`src/rtl/mc_cu.sv`:
```
// mc_cu: multi-cycle control unit for the accumulator CPU (fetch/decode/exec/mem/wb/halt).
// Optional MC_CU_ILLEGAL_TRAP_EN: undefined opcodes trap to HALT and raise sticky illegal_op.
module mc_cu #(
    parameter int OP_W     = 4,
    parameter int ALU_OP_W = 4,
    parameter int TO_W     = 4,
    parameter int CNT_W    = 16
) (
    input  logic                clk,
    input  logic                rst,
    input  logic [OP_W-1:0]     opcode,
    input  logic                acc_neg,
    input  logic                mem_ready,
    input  logic                run,
    output logic                ir_load,
    output logic                pc_inc,
    output logic                pc_load,
    output logic                acc_wr,
    output logic                acc_clr,
    output logic                dmem_rd,
    output logic                dmem_wr,
    output logic [ALU_OP_W-1:0] alu_op,
    output logic                halted,
    output logic                mem_err,
    output logic [CNT_W-1:0]    instr_cnt
`ifdef MC_CU_ILLEGAL_TRAP_EN
    ,
    output logic                illegal_op
`endif
);
    localparam logic [OP_W-1:0] CLA  = OP_W'(0);
    localparam logic [OP_W-1:0] LDA  = OP_W'(1);
    localparam logic [OP_W-1:0] ADD  = OP_W'(2);
    localparam logic [OP_W-1:0] COM  = OP_W'(3);
    localparam logic [OP_W-1:0] SHR  = OP_W'(4);
    localparam logic [OP_W-1:0] CSL  = OP_W'(5);
    localparam logic [OP_W-1:0] STA  = OP_W'(6);
    localparam logic [OP_W-1:0] BAN  = OP_W'(7);
    localparam logic [OP_W-1:0] JMP  = OP_W'(8);
    localparam logic [OP_W-1:0] STOP = OP_W'(9);
    localparam logic [TO_W-1:0] WAIT_LAST = {TO_W{1'b1}} - TO_W'(1);

    typedef enum logic [2:0] {FETCH, DECODE, EXEC, MEM, WB, HALT} state_t;

    state_t          state;
    logic [OP_W-1:0] op_q;
    logic [TO_W-1:0] wcnt;
    logic [CNT_W-1:0] cnt_nx;
    logic            mem_op, alu_un;

    assign mem_op = op_q == LDA || op_q == ADD || op_q == STA;
    assign alu_un = op_q == COM || op_q == SHR || op_q == CSL;
    assign cnt_nx = &instr_cnt ? instr_cnt : instr_cnt + CNT_W'(1);

    always_ff @(posedge clk or negedge rst) begin
        if (!rst) begin
            state     <= FETCH;
            op_q      <= '0;
            wcnt      <= '0;
            instr_cnt <= '0;
            mem_err   <= 1'b0;
`ifdef MC_CU_ILLEGAL_TRAP_EN
            illegal_op <= 1'b0;
`endif
        end else begin
            case (state)
                FETCH: begin
                    op_q  <= opcode;
                    state <= DECODE;
                end
                DECODE: begin
                    wcnt  <= '0;
                    state <= mem_op ? MEM : EXEC;
                end
                EXEC: begin
                    if (op_q == STOP) state <= HALT;
`ifdef MC_CU_ILLEGAL_TRAP_EN
                    else if (op_q > STOP) begin
                        illegal_op <= 1'b1;
                        state      <= HALT;
                    end
`endif
                    else begin
                        state     <= FETCH;
                        instr_cnt <= cnt_nx;
                    end
                end
                MEM: begin
                    // completion beats a timeout landing on the same cycle
                    if (mem_ready) begin
                        state <= op_q == STA ? FETCH : WB;
                        if (op_q == STA) instr_cnt <= cnt_nx;
                    end else begin
                        wcnt <= wcnt + TO_W'(1);
                        if (wcnt == WAIT_LAST) begin
                            mem_err <= 1'b1;
                            state   <= HALT;
                        end
                    end
                end
                WB: begin
                    state     <= FETCH;
                    instr_cnt <= cnt_nx;
                end
                HALT: begin
                    if (run) begin
                        state   <= FETCH;
                        mem_err <= 1'b0;
`ifdef MC_CU_ILLEGAL_TRAP_EN
                        illegal_op <= 1'b0;
`endif
                        // STOP retires on resume; timeout and trap halts do not
                        if (op_q == STOP) instr_cnt <= cnt_nx;
                    end
                end
                default: state <= FETCH;
            endcase
        end
    end

    // strobes are gated by rst so everything is quiet while reset is held
    assign ir_load = rst && state == FETCH;
    assign pc_inc  = rst && state == FETCH;
    assign pc_load = rst && state == EXEC && (op_q == JMP || (op_q == BAN && acc_neg));
    assign acc_clr = rst && state == EXEC && op_q == CLA;
    assign acc_wr  = rst && ((state == EXEC && (op_q == CLA || alu_un)) || state == WB);
    assign dmem_rd = rst && state == MEM && op_q != STA;
    assign dmem_wr = rst && state == MEM && op_q == STA;
    assign alu_op  = rst && state inside {DECODE, EXEC, MEM, WB} ? ALU_OP_W'(op_q) : '0;
    assign halted  = state == HALT;
endmodule

```
`config.mk`:
```
export PLATFORM = sky130hd
export DESIGN_NAME = mc_cu
export DESIGN_NICKNAME = d
export VERILOG_FILES = /design/src/rtl/mc_cu.sv
export SDC_FILE = /design/constraint.sdc
export NUM_CORES = 1
export LEC_CHECK = 0
export CORE_MARGIN = 4
export CORE_UTILIZATION = 25
export DETAILED_ROUTE_END_ITERATION = 8
export DONT_BUFFER_PORTS = 1
export HOLD_SLACK_MARGIN = 0.15
export PLACE_DENSITY = 0.36
export SYNTH_ARGS = -nofsm -noshare
export SYNTH_HDL_FRONTEND = slang
export SYNTH_SLANG_ARGS = --single-unit
```
`constraint.sdc`:
```
create_clock -name clk -period 1.6 [get_ports clk]
set_input_delay 0.32 -clock clk [delete_from_list [all_inputs] [get_ports clk]]
set_output_delay 0.32 -clock clk [all_outputs]
set_load 0.05 [all_outputs]
```
==> impl_metrics.env <==
export IMPL_startpoint_type="register"
export IMPL_timing_hold_ws_ns=0.166
export IMPL_synth_fp_nets=185
export IMPL_synth_top_area_share_pct=43.1
export IMPL_synth_seq_area_share_pct=43.1
export IMPL_grt_pass1_wl_um=8220
export IMPL_critPathCaptureType="output pin"
export IMPL_synth_common_cells="dfrtp_1, nand2_1, nor2_1"
export IMPL_drv_slew=0
export IMPL_fmax_mhz=499
export IMPL_synth_edf_count=0
export IMPL_dp_cells=308
export IMPL_dieHeight_um=88.6
export IMPL_path_max_fanout=2
export IMPL_netlist_top_cells_area="dfrtp_1, xor2_1, nand2_1, nand3_1, nor2_1"
export IMPL_path_cells="buf_4 -> inv_2 -> nand2_2 -> xnor2_1 -> o31a_1 -> nor3b_4 -> buf_12"
export IMPL_antenna_left=0
export IMPL_rsz0062_at_grt="yes"
export IMPL_cts_buffers=3
export IMPL_ys_warnings_count=0
export IMPL_tightest_slew_ns=0.475
export IMPL_hold_class="in2reg"
export IMPL_vias_per_cell=4.79
export IMPL_io_pins=38
export IMPL_netlist_area_um2=1620
export IMPL_htreeDepth=1
export IMPL_row_count=29
export IMPL_die_area_um2=7850
export IMPL_firstDrtPassIters=4
export IMPL_ir_drop_mv=0.910
export IMPL_slew_headroom_pct=68.3
export IMPL_path_clk_slew_ns=0.10
export IMPL_synth_async_reset_ratio_pct=100
export IMPL_hp_start="opcode[0]"
export IMPL_max_cap_violations=0
export IMPL_ys_ff_latch=28
export IMPL_yosysMostFrequentCell="dfrtp_1"
export IMPL_grt_overflow=0
export IMPL_area_growth_pct=80.6
export IMPL_coreArea_um2=6310
export IMPL_syn_avg_cell_area_um2=9.39
export IMPL_cts_tree="built"
export IMPL_hold_viol_final=0
export IMPL_rr_startpoint="op_q[2]"
export IMPL_cp_required_ns=1.28
export IMPL_clock_sinks=28
export IMPL_first_iter_violations=32
export IMPL_clock_latency_ns=0.27
export IMPL_drt_wl_total_um=4860
export IMPL_vias=1575
export IMPL_drive_gt1_share_pct=56.3
export IMPL_syn_inst=173
export IMPL_crit_arrival_ns=1.68
export IMPL_die_w_um=88.6
export IMPL_critical_path_class="reg2out"
export IMPL_fin_nets=265
export IMPL_grt_usage_pct=13.4
export IMPL_violations="negative setup slack"
export IMPL_routedWlPerCell_um=14.8
export IMPL_route_detailed_drc=0
export IMPL_slowest_stage="dfrtp_1"
export IMPL_gp_congestion=0.822
export IMPL_dpl_hpwl_um=3520
export IMPL_portBuffers=0
export IMPL_powerDensity_nw_per_um2=1720
export IMPL_p_leak_nw=1.33
export IMPL_finalWorstSetupSlack_ns=-0.404
export IMPL_startpoint="op_q[2]"
export IMPL_clockBufferDepth=2
export IMPL_skew_ns=0.00210
export IMPL_grt_max_degree=29
export IMPL_status="complete, but fails checks"
export IMPL_synth_flop_cell="dfrtp_1"
export IMPL_period_minus_slack_ns=2.00
export IMPL_grt_pass1_vias=1703
export IMPL_cts_root_buf="clkbuf_8"
export IMPL_antenna_found_initial=0
export IMPL_finalCritPeriodShare_pct=125
export IMPL_setup_viol=28
export IMPL_antenna_diode_count=0
export IMPL_max_stage_delay_ns=0.40
export IMPL_final_cells=329
export IMPL_synth_top_cell_by_area="dfrtp_1"
export IMPL_synthDistinctLibCells=39
export IMPL_start_util_pct=25.7
-- registers in the layout, indices dropped and copies added, names as in the netlist --
signal and count:
instr_cnt 16, op_q 4, wcnt 4, state 3
mem_err 1
-- final timing paths --
kind | cells after the start | end | slack [ns]
min | 2 | op_q[0] | 0.17
max in group asynchronous | 2 | op_q[3] | 0.95
max | 7 | acc_wr | -0.40
min in group asynchronous | 2 | mem_err | 0.47
max reg2reg | 6 | instr_cnt[5] | -0.37
min reg2reg | 1 | wcnt[0] | 0.55
-- cell type report --
class                           count  area [µm²]
Clock buffer                        4        55.1
Fill cell                         607        3380
Timing Repair Buffer               80         812
Inverter                            7        26.3
Tap cell                           77        96.3
Sequential cell                    28         719
Multi-Input combinational cell    133        1220
-- cells in the final DEF, fill, tap and decap left out, types with 2 or more instances in the layout --
cell            n
buf_4          56
nand2_1        17
dfrtp_2        15
dfrtp_1        13
buf_12         12
xor2_1         11
nor2_1          8
nand3_1         8
nor2_4          7
buf_6           7
xnor2_1         6
inv_1           5
nand4_1         5
o21ai_0         5
nor4_4          5
nor3_4          4
a21oi_1         4
clkbuf_8        4
nand3b_1        3
nand2b_4        3
or3b_1          3
o21ai_1         3
dlygate4sd3_1   3
inv_2           2
nor2b_4         2
nor3b_4         2
o31a_1          2
nand3_4         2
nand3_2         2
nor2b_1         2
nand2b_1        2
ha_1            2
-- stage by stage --
step                utilization (%)  cell area, µm²  setup slack (ns)  setup TNS (ns)  total power, mW
floorplan                         -            1880            -0.300           -3.24             2.92
global placement               39.7            2500            -0.197           -2.44             3.90
detailed placement             39.7            2500            -0.278           -3.51             3.92
CTS                            45.4            2860            -0.419           -8.14             4.97
global route                   46.5            2930            -0.491           -9.89             5.36
finish                         46.5            2930            -0.404           -7.31             5.04
-- critical path: cells and delay by family, from the launching register on --
family / cells / cell delay, ns
simple gates: 2 / 0.27
flops: 1 / 0.40
compound gates: 1 / 0.27
buf+inv: 3 / 0.35
xor+xnor: 1 / 0.12
-- cells by family after synthesis --
family                     Yosys count  synth area share (%)
AOI/OAI and AO/OA                   24                  9.71
xor gates and xnor gates            17                  9.17
adders and majority gates            3                  2.31
buffers and inverters               12                  3.31
DFF                                 28                  43.1
muxes                                3                  1.93
and+or+nand+nor                     86                  30.4
-- metal layers --
metal / wire [µm] / track usage, %
met5: 0 / 0
met4: 27 / 2.06
met3: 167 / 2.61
met2: 2660 / 25.6
met1: 2010 / 15.6
-- where the power goes --
group / internal (mW) / total, mW / leakage [nW] / switching (mW)
clock network: 0.220 / 0.449 / 0.0288 / 0.229
logic: 1.71 / 3.52 / 0.953 / 1.82
registers: 0.904 / 1.07 / 0.349 / 0.167
total: 2.83 / 5.04 / 1.33 / 2.21
-- what timing repair did --
| item | CTS | global route |
|---|---|---|
| hold buffers | 4 | 0 |
| buffers inserted | 9 | 3 |
| pin swaps | 14 | 11 |
| resized for setup | 33 | 7 |
| endpoints found under the setup margin | 27 | 29 |
| hold endpoints to repair | 31 | 0 |
| gates cloned | 1 | 0 |
(Power assumes the default switching activity.)
